$ cat src/rtl/move_entry_if.sv
// Handshake between the player-side move entry front end and the corral game core.
interface move_entry_if;
  logic       ready;
  logic       gameover;
  logic       enter;
  logic [2:0] move;

  modport master (
    input  ready,
    input  gameover,
    output enter,
    output move
  );

  modport slave (
    output ready,
    output gameover,
    input  enter,
    input  move
  );
endinterface

$ cat src/rtl/move_entry.sv
// Player move entry: button/switch sync and debounce, range check, enter/ready handshake.
// Optional AUTOREPEAT_EN macro: a long hold in RELEASE re-issues the current move.
//
//  state      | meaning
//  -----------+--------------------------------------------------------------
//  WAIT_READY | core not waiting for a move; enter low
//  ARMED      | core waiting; a debounced press launches a move
//  ASSERT     | enter high for ENTER_HOLD_CYCLES; watch for ready to drop
//  RELEASE    | enter low; wait for the button to be released
module move_entry #(
  parameter int DEBOUNCE_CYCLES   = 16,
  parameter int ENTER_HOLD_CYCLES = 4,
  parameter int CNT_W             = 4
) (
  input  logic             clock,
  input  logic             reset_n,
  input  logic             btn_raw,
  input  logic [2:0]       sw_move_raw,
  move_entry_if.master     core,
  output logic             busy,
  output logic             reject,
  output logic [CNT_W-1:0] moves_made
);

  localparam int DB_W   = (DEBOUNCE_CYCLES > 2) ? $clog2(DEBOUNCE_CYCLES) : 1;
  localparam int HOLD_W = $clog2(ENTER_HOLD_CYCLES + 1);
  localparam logic [DB_W-1:0]   DB_LAST   = DB_W'(DEBOUNCE_CYCLES - 1);
  localparam logic [HOLD_W-1:0] HOLD_LAST = HOLD_W'(ENTER_HOLD_CYCLES - 1);

  typedef enum logic [1:0] {
    S_WAIT_READY = 2'd0,
    S_ARMED      = 2'd1,
    S_ASSERT     = 2'd2,
    S_RELEASE    = 2'd3
  } state_t;

  state_t            r_state;
  logic              r_btn_s1, r_btn_s2;
  logic [2:0]        r_sw_s1, r_sw_s2;
  logic              r_btn_db, r_btn_db_d;
  logic [DB_W-1:0]   r_db_cnt;
  logic              r_go_d;
  logic              r_enter;
  logic [2:0]        r_move;
  logic              r_busy;
  logic              r_reject;
  logic [CNT_W-1:0]  r_moves_made;
  logic [HOLD_W-1:0] r_hold_cnt;
  logic              r_taken;

  logic w_press;
  logic w_go;
  logic w_go_rise;
  logic w_move_ok;
  logic w_taken_now;

`ifdef AUTOREPEAT_EN
  localparam int REPEAT_CYCLES = 1024;
  localparam logic [9:0] REP_LAST = 10'(REPEAT_CYCLES - 1);
  logic [9:0] r_rep_cnt;
  logic       r_rep_pend;
  assign w_go = w_press | r_rep_pend;
`else
  assign w_go = w_press;
`endif

  assign w_press     = r_btn_db & ~r_btn_db_d;
  assign w_go_rise   = core.gameover & ~r_go_d;
  assign w_move_ok   = (r_sw_s2 >= 3'd1) && (r_sw_s2 <= 3'd5);
  assign w_taken_now = r_taken | ~core.ready;

  assign core.enter  = r_enter;
  assign core.move   = r_move;
  assign busy        = r_busy;
  assign reject      = r_reject;
  assign moves_made  = r_moves_made;

  always_ff @(posedge clock or negedge reset_n) begin
    if (!reset_n) begin
      r_btn_s1 <= 1'b0;
      r_btn_s2 <= 1'b0;
      r_sw_s1  <= 3'd0;
      r_sw_s2  <= 3'd0;
      r_go_d   <= 1'b0;
    end else begin
      r_btn_s1 <= btn_raw;
      r_btn_s2 <= r_btn_s1;
      r_sw_s1  <= sw_move_raw;
      r_sw_s2  <= r_sw_s1;
      r_go_d   <= core.gameover;
    end
  end

  // The debounced level only moves after DEBOUNCE_CYCLES consecutive disagreeing samples.
  always_ff @(posedge clock or negedge reset_n) begin
    if (!reset_n) begin
      r_btn_db   <= 1'b0;
      r_btn_db_d <= 1'b0;
      r_db_cnt   <= '0;
    end else begin
      r_btn_db_d <= r_btn_db;
      if (r_btn_s2 == r_btn_db) begin
        r_db_cnt <= '0;
      end else if (r_db_cnt == DB_LAST) begin
        r_btn_db <= ~r_btn_db;
        r_db_cnt <= '0;
      end else begin
        r_db_cnt <= r_db_cnt + 1'b1;
      end
    end
  end

  always_ff @(posedge clock or negedge reset_n) begin
    if (!reset_n) begin
      r_state      <= S_WAIT_READY;
      r_enter      <= 1'b0;
      r_move       <= 3'd0;
      r_busy       <= 1'b1;
      r_reject     <= 1'b0;
      r_moves_made <= '0;
      r_hold_cnt   <= '0;
      r_taken      <= 1'b0;
`ifdef AUTOREPEAT_EN
      r_rep_cnt    <= '0;
      r_rep_pend   <= 1'b0;
`endif
    end else begin
      r_reject <= 1'b0;
      case (r_state)
        S_WAIT_READY: begin
          r_enter <= 1'b0;
          if (core.ready) begin
            r_state <= S_ARMED;
            r_busy  <= 1'b0;
          end
        end
        S_ARMED: begin
          if (!core.ready) begin
            r_state <= S_WAIT_READY;
            r_busy  <= 1'b1;
          end else if (w_go) begin
            r_busy <= 1'b1;
`ifdef AUTOREPEAT_EN
            r_rep_pend <= 1'b0;
`endif
            if (w_move_ok) begin
              r_state    <= S_ASSERT;
              r_enter    <= 1'b1;
              r_move     <= r_sw_s2;
              r_hold_cnt <= '0;
              r_taken    <= 1'b0;
            end else begin
              r_reject <= 1'b1;
              r_state  <= S_RELEASE;
            end
          end
        end
        S_ASSERT: begin
          if (!core.ready) r_taken <= 1'b1;
          if (r_hold_cnt != '1) r_hold_cnt <= r_hold_cnt + 1'b1;
          // ready sampled in the final cycle still counts as acceptance
          if (r_hold_cnt == HOLD_LAST) begin
            r_enter <= 1'b0;
            r_state <= S_RELEASE;
            if (w_taken_now) begin
              if (r_moves_made != '1) r_moves_made <= r_moves_made + 1'b1;
            end else begin
              r_reject <= 1'b1;
            end
          end
        end
        S_RELEASE: begin
`ifdef AUTOREPEAT_EN
          if (!r_btn_db) begin
            r_rep_cnt <= '0;
            r_state   <= S_WAIT_READY;
          end else if (r_rep_cnt == REP_LAST) begin
            r_rep_cnt  <= '0;
            r_rep_pend <= 1'b1;
            r_state    <= S_WAIT_READY;
          end else begin
            r_rep_cnt <= r_rep_cnt + 1'b1;
          end
`else
          if (!r_btn_db) r_state <= S_WAIT_READY;
`endif
        end
        default: begin
          r_state <= S_WAIT_READY;
          r_enter <= 1'b0;
          r_busy  <= 1'b1;
        end
      endcase
      // A new game clears the count even if a move is accepted in the same cycle.
      if (w_go_rise) r_moves_made <= '0;
    end
  end

endmodule

$ cat src/flat_wrapper.sv
// flat-port wrapper written by rule: the top's interface ports become plain ports
module move_entry_flat 
#(
  parameter int DEBOUNCE_CYCLES   = 16,
  parameter int ENTER_HOLD_CYCLES = 4,
  parameter int CNT_W             = 4
)
  (clock, reset_n, btn_raw, sw_move_raw, busy, reject, moves_made, core_ready, core_gameover, core_enter, core_move);
  move_entry_if core_i ();
  input  logic clock;
  input  logic reset_n;
  input  logic btn_raw;
  input  logic [2:0] sw_move_raw;
  output logic busy;
  output logic reject;
  output logic [CNT_W-1:0] moves_made;
  input wire logic [$bits(core_i.ready)-1:0] core_ready;
  input wire logic [$bits(core_i.gameover)-1:0] core_gameover;
  output wire logic [$bits(core_i.enter)-1:0] core_enter;
  output wire logic [$bits(core_i.move)-1:0] core_move;
  assign core_i.ready = core_ready;
  assign core_i.gameover = core_gameover;
  assign core_enter = core_i.enter;
  assign core_move = core_i.move;
  move_entry #(.DEBOUNCE_CYCLES(DEBOUNCE_CYCLES), .ENTER_HOLD_CYCLES(ENTER_HOLD_CYCLES), .CNT_W(CNT_W)) u_core (.clock(clock), .reset_n(reset_n), .btn_raw(btn_raw), .sw_move_raw(sw_move_raw), .core(core_i), .busy(busy), .reject(reject), .moves_made(moves_made));
endmodule
$ cat config.mk
export PLATFORM = sky130hd
export DESIGN_NAME = move_entry_flat
export DESIGN_NICKNAME = d
export VERILOG_FILES = /design/src/rtl/move_entry_if.sv /design/src/rtl/move_entry.sv /design/src/flat_wrapper.sv
export SDC_FILE = /design/constraint.sdc
export NUM_CORES = 1
export LEC_CHECK = 0
export CAP_MARGIN = 20
export CELL_PAD_IN_SITES_DETAIL_PLACEMENT = 2
export CELL_PAD_IN_SITES_GLOBAL_PLACEMENT = 2
export CORE_UTILIZATION = 34
export CTS_BUF_LIST = sky130_fd_sc_hd__clkbuf_4 sky130_fd_sc_hd__clkbuf_8
export CTS_CLUSTER_DIAMETER = 150
export DETAILED_ROUTE_END_ITERATION = 6
export MAX_ROUTING_LAYER = met4
export PLACE_DENSITY = 0.8
export SLEW_MARGIN = 5
export SYNTH_ARGS = -nofsm -noshare
export SYNTH_HDL_FRONTEND = slang
export SYNTH_SLANG_ARGS = --single-unit
$ cat constraint.sdc
create_clock -name clock -period 1.5 [get_ports clock]
set_input_delay 0.375 -clock clock [delete_from_list [all_inputs] [get_ports clock]]
set_output_delay 0.375 -clock clock [all_outputs]
set_load 0.1 [all_outputs]
Yosys cells after proc, flatten, opt, wreduce, memory -nomap -nowiden
Index checks and enable logic that the tools add are counted.

cells by class
  add/sub/neg operators = 3
  order comparisons = 2
  eq/ne operators = 17
  mux-type cells = 39
  bitwise gates (word level) = 8
  reductions and logical operators = 17

operators with widths
  cell                   count
  $mux W4                7
  $mux W1                17
  $reduce_and A5 Y1      3
  $mux W3                4
  $reduce_and A4 Y1      3
  $reduce_bool A2 Y1     6
  $mux W2                5
  $add A4 B1 Y4 const B  2
  $ne A2 B1 Y1 const B   4
  $ne A2 B2 Y1 const B   4
  $pmux W2 S4            1
  $pmux W1 S2            3
  $pmux W3 S2            1
  $not A1 Y1             5
  $eq A2 B2 Y1 const B   2
  $eq A4 B4 Y1 const B   1
  $ne A4 B4 Y1 const B   1
  $add A3 B1 Y3 const B  1
  $eq A3 B2 Y1 const B   1
  $ge A3 B1 Y1 const B   1
  $le A3 B3 Y1 const B   1
  $ne A3 B2 Y1 const B   1
  $ne A3 B3 Y1 const B   1
  $pmux W1 S3            1
  9 further kinds        10

word-level totals
  register bits after elaboration = 31
  input bits = 8
  output and inout port bits = 10
  word-level logic and storage cells = 102

Depth between registers and ports, before layout
Gate-level depths: netlist (run 1).

  word-level depth = 6
  gate-level depth with buffers = 7
  mapped depth without buffers = 6

Least setup slack after synthesis (run 1)
OpenSTA, ideal clock, no wires.

  path type = flip-flop to flip-flop
  start = reg u_core.r_moves_made[0] (netlist: u_core.moves_made[0])
  end = reg u_core.r_moves_made[0] (netlist: u_core.moves_made[0])
  library setup time = 0.074 ns
  arrival = 1.810 ns
  path slack = -0.384 ns
  stages on the path, launching flop included = 5
  path buffers = 0
  period minus slack after synthesis = 1.884 ns
  path through = dfrtp_1 -> ha_1 -> a311o_1 -> xor2_1 -> nor2_1

on the way
  cells in the longest elaborated chain, start to end = 6
  elaborated cells on any way between the ends = 9
  those cells by class = add/sub: 1; eq/ne: 1; mux: 5; reduce/logical: 2

ends and longest elaborated chain
  item                    line               source
  from (decl)             move_entry.sv:47   logic [CNT_W-1:0] r_moves_made;
  from (signal assigned)  move_entry.sv:166  if (r_moves_made != '1) r_moves_made <= r_moves_made + 1'b1;
  $add A4 B1 Y4           move_entry.sv:166
  $mux W4                 move_entry.sv:166
  $mux W4                 move_entry.sv:165  if (w_taken_now) begin
  $mux W4                 move_entry.sv:162  if (r_hold_cnt == HOLD_LAST) begin
  $mux W4                 move_entry.sv:129  case (r_state)
  $mux W4                 move_entry.sv:195  if (w_go_rise) r_moves_made <= '0;

Several ways; a longest one is shown, not always the timed one. The select of a mux whose other input is x is not followed.
A chain may end at the register's enable or synchronous reset.

Final worst setup path (run 1)
  start = reg u_core.r_state[0]
  end = reg u_core.r_hold_cnt[1]

on the way
  cells in the longest elaborated chain, start to end = 3
  elaborated cells on any way between the ends = 9
  those cells by class = eq/ne: 6; mux: 1; reduce/logical: 2

ends and longest elaborated chain
  item                                                         line               source
  from (decl)                                                  move_entry.sv:37   state_t r_state;
  from (signal assigned)                                       move_entry.sv:115  r_state <= S_WAIT_READY;
  from (signal assigned)                                       move_entry.sv:133  r_state <= S_ARMED;
  from (signal assigned)                                       move_entry.sv:139  r_state <= S_WAIT_READY;
  $eq A2 B2 Y1 / $eq A2 B1 Y1 (equally long branches)          move_entry.sv:129
  $ne A2 B1 Y1 (no source line), or another cell as far along  -
  $reduce_and A5 Y1 (no source line)                           -
  to (signal assigned)                                         move_entry.sv:160  if (r_hold_cnt != '1) r_hold_cnt <= r_hold_cnt + 1'b1;
  to (decl)                                                    move_entry.sv:48   logic [HOLD_W-1:0] r_hold_cnt;

Several ways; a longest one is shown, not always the timed one.

==> results of run 1 <==
==> cells in the mapped netlist (all sizes together), types with 2 or more instances <==
library cell / number
xnor2: 2
o21ai: 2
inv: 5
a22o: 3
mux2i: 2
a31oi: 2
nor2b: 5
nor2: 7
and2b: 2
nand2: 7
mux2: 4
ha: 10
dfrtp: 30
o41ai: 2
nor3: 4
nand3: 6
nor4: 2
nand2b: 2
a21oi: 5
==> stage by stage <==
stage                     total power, W  utilization, %  instance area (um^2)  hold WS [ns]  setup TNS [ns]
after global placement           0.00202            50.0                  2030         0.335           -3.00
final                            0.00345            58.5                  2370         0.353          -0.495
after detailed placement         0.00209            50.0                  2030         0.340           -4.22
after floorplan                  0.00164               -                  1520        0.0794          -0.117
after CTS                        0.00328            56.4                  2290         0.356          -0.179
after global routing             0.00358            58.5                  2370         0.360           -1.07
==> layer usage <==
metal	vias up	global-route usage, %	routed length [um]
li1	541	-	-
met5	-	-	0
met1	635	24.9	2120
met3	13	5.07	124
met2	24	43.0	2980
met4	0	7.71	135
==> repair_timing <==
action                                  CTS  global route
buffers inserted                          5             4
cloned                                    0             0
endpoints found under the setup margin   14            15
gates resized for setup                  17            11
pin swaps                                 3             4
hold buffers                              0             0
==> worst max-delay path by stage <==
stage / startpoint / endpoint / depth (start not counted)
detailed placement: core_ready / u_core.moves_made[3]$_DFFE_PN0P_ / 6
floorplan: u_core.r_state[0]$_DFFE_PN0P_ / u_core.r_state[0]$_DFFE_PN0P_ / 7
CTS: u_core.r_state[0]$_DFFE_PN0P_ / u_core.r_hold_cnt[2]$_DFFE_PN0P_ / 6
global placement: core_ready / u_core.moves_made[1]$_DFFE_PN0P_ / 5
finish: u_core.r_state[0]$_DFFE_PN0P_ / u_core.r_hold_cnt[1]$_DFFE_PN0P_ / 6
global route: flop / u_core.r_state[0]$_DFFE_PN0P_ / 6
==> flip-flops by register name, summed over array words and instances (netlist names), named ones only <==
name	flops
u_core.moves_made	4
u_core.r_db_cnt	4
u_core.core.move	3
u_core.r_hold_cnt	3
u_core.r_sw_s1	3
u_core.r_sw_s2	3
u_core.busy	1
u_core.core.enter	1
u_core.r_btn_db	1
u_core.r_btn_db_d	1
u_core.r_btn_s1	1
u_core.r_btn_s2	1
u_core.r_go_d	1
u_core.r_state	1
u_core.r_taken	1
u_core.reject	1
==> cell usage in the layout (no fill, tap or decap), types with 4 or more instances in the layout <==
| cell type | count |
|---|---|
| buf_4 | 29 |
| dfrtp_1 | 25 |
| buf_12 | 11 |
| nor2_1 | 7 |
| clkdlybuf4s50_1 | 6 |
| nand2_1 | 5 |
| ha_4 | 5 |
| clkbuf_8 | 5 |
| nand3_1 | 4 |
| ha_1 | 4 |
==> where the power goes <==
part / leakage, nW / internal [W] / total, W / switching, W
Sequential: 0.394 / 0.000929 / 0.00102 / 0.0000962
Combinational: 0.587 / 0.000682 / 0.00140 / 0.000718
Clock: 0.0688 / 0.000682 / 0.00102 / 0.000339
==> logic make-up after synthesis <==
group	count (synthesis)	share of synthesized area (%)
and+or+nand+nor	39	15.3
DFF	31	53.6
AOI/OAI and AO/OA	24	14.3
adders and majority gates	10	8.64
buffers and inverters	6	1.81
muxes	6	4.49
xor gates and xnor gates	3	1.81
==> area by class of cell <==
type	instances	area, um^2
Tap cell	50	62.6
Inverter	5	18.8
Clock buffer	6	76.3
Timing Repair Buffer	49	529
Multi-Input combinational cell	82	838
Sequential cell	31	788
Fill cell	355	1680
Clock inverter	2	60.1
==> impl_metrics.ini, run 1 <==
[clock_network]
clockBufferDepth = 2
clk-insertion-delay-late_ns = 0.29
cts_buffers = 5
cts_tree = done
clk_pin_slew_ns = 0.07
htree_levels = 2
cts_root_buf = clkbuf_8
numClockSinks = 31

[setup_path]
rr_worst_depth = 6
path_cells = inv_2 > ha_4 > nor2b_4 > a31oi_4 > or2_4 > a22o_1
crit_family = flip-flops
required_ns = 1.68
rrSetupSlack_ns = -0.09
path_max_fanout = 5
worstSetupStartpointType = flop
slowest_delay_ns = 0.46
critPathKind = reg2reg
crit_arrival_ns = 1.77
critPathSlowestCell = dfrtp_2
timing.rr.end = u_core.r_hold_cnt[1]$_DFFE_PN0P_
path_buf_inv = 1
endpoint_kind = flop
timing.rr.start = u_core.r_state[0]$_DFFE_PN0P_

[synthesis]
synth_cell_types = 42
synth_cells = 119
avgSynthCellArea_um2 = 12.2
async_reset_ff_share_pct = 100
netlist_area_mm2 = 0.00145
ys_seq_area_share_pct = 53.6
syn-num-nets = 137
synth_edf_count = 0
yosysWarnings = 0
synth_top_area_share_pct = 51.8
synthTopCellsByArea = dfrtp_1 52%, ha_1 8.6%, mux2_1 2.3%
yosys.area.top_type = dfrtp_1
ys_ff_latch = 31
ys.flop_type = dfrtp_1

[place]
gp_congestion = 0.738
placed_cells = 208
place_ws_ns = -0.359
port_buffers = 17
dp_hpwl_um = 3050

[routing]
wl_per_cell_um = 23.8
vias_per_cell = 5.39
vias = 1213
drcViolationCount = 0
first_iter_violations = 50
ant_nets = 0
dr.pass1.iters = 2
routed_wl_um = 5350

[global_route]
grt_use_total_pct = 23.5
grt_max_degree = 32
grt_pass1_wl_um = 7190
antenna_found_initial = 0
overflow = 0
first_global_vias = 1382

[finish]
final_layout_size_suffix_gt1_share_pct = 52.6
syn_to_final_growth_pct = 63.8
fin_nets = 192
antennaDiodeCount = 0
finalNonFillerCells = 225

[sta]
maxSlewViolCount = 0
fin_crit_sh_pct = 106
tightest_slew_ns = 0.416
finalHoldViolations = 0
maxSlewHeadroom_pct = 72.2
fin_crit_ns = 1.59
max_freq_mhz = 628
skew_ns = 0.00389
report.final.setup_viol = 10
rsz0062_at_grt = true
setup_ws_ns = -0.0928

[worst_hold_path]
worstHoldStart = u_core.r_sw_s1[0]$_DFF_PN0_
hold_path_end = u_core.r_sw_s2[0]$_DFF_PN0_
hold_path_class = reg2reg
hold_path_depth = 0

[run_status]
failed_checks = negative setup slack
status = finished with violations

[job]
drv_cap = 0

[die]
floorplan.initialDensity_pct = 35.7
coreArea_mm2 = 0.00406
rows = 23
die_w_um = 67.3
die_y_um = 67.3
die_area_mm2 = 0.00453
io_pins = 18

[power_and_ir_drop]
power.density_mw_per_mm2 = 1450
vdd_drop_max_uv = 644
p_leak_nw = 1.05
No activity file was read; power rests on OpenSTA's default activity.
==> run 2: changes to the inputs <==
--- a/config.mk
+++ b/config.mk
@@ -12,6 +12,7 @@
 export CTS_BUF_LIST = sky130_fd_sc_hd__clkbuf_4 sky130_fd_sc_hd__clkbuf_8
 export CTS_CLUSTER_DIAMETER = 150
 export DETAILED_ROUTE_END_ITERATION = 6
+export GPL_ROUTABILITY_DRIVEN = 0
 export MAX_ROUTING_LAYER = met4
 export PLACE_DENSITY = 0.8
 export SLEW_MARGIN = 5
==> results of run 2 <==
The final DEF is identical to that of run 1; final timing and power are the same.
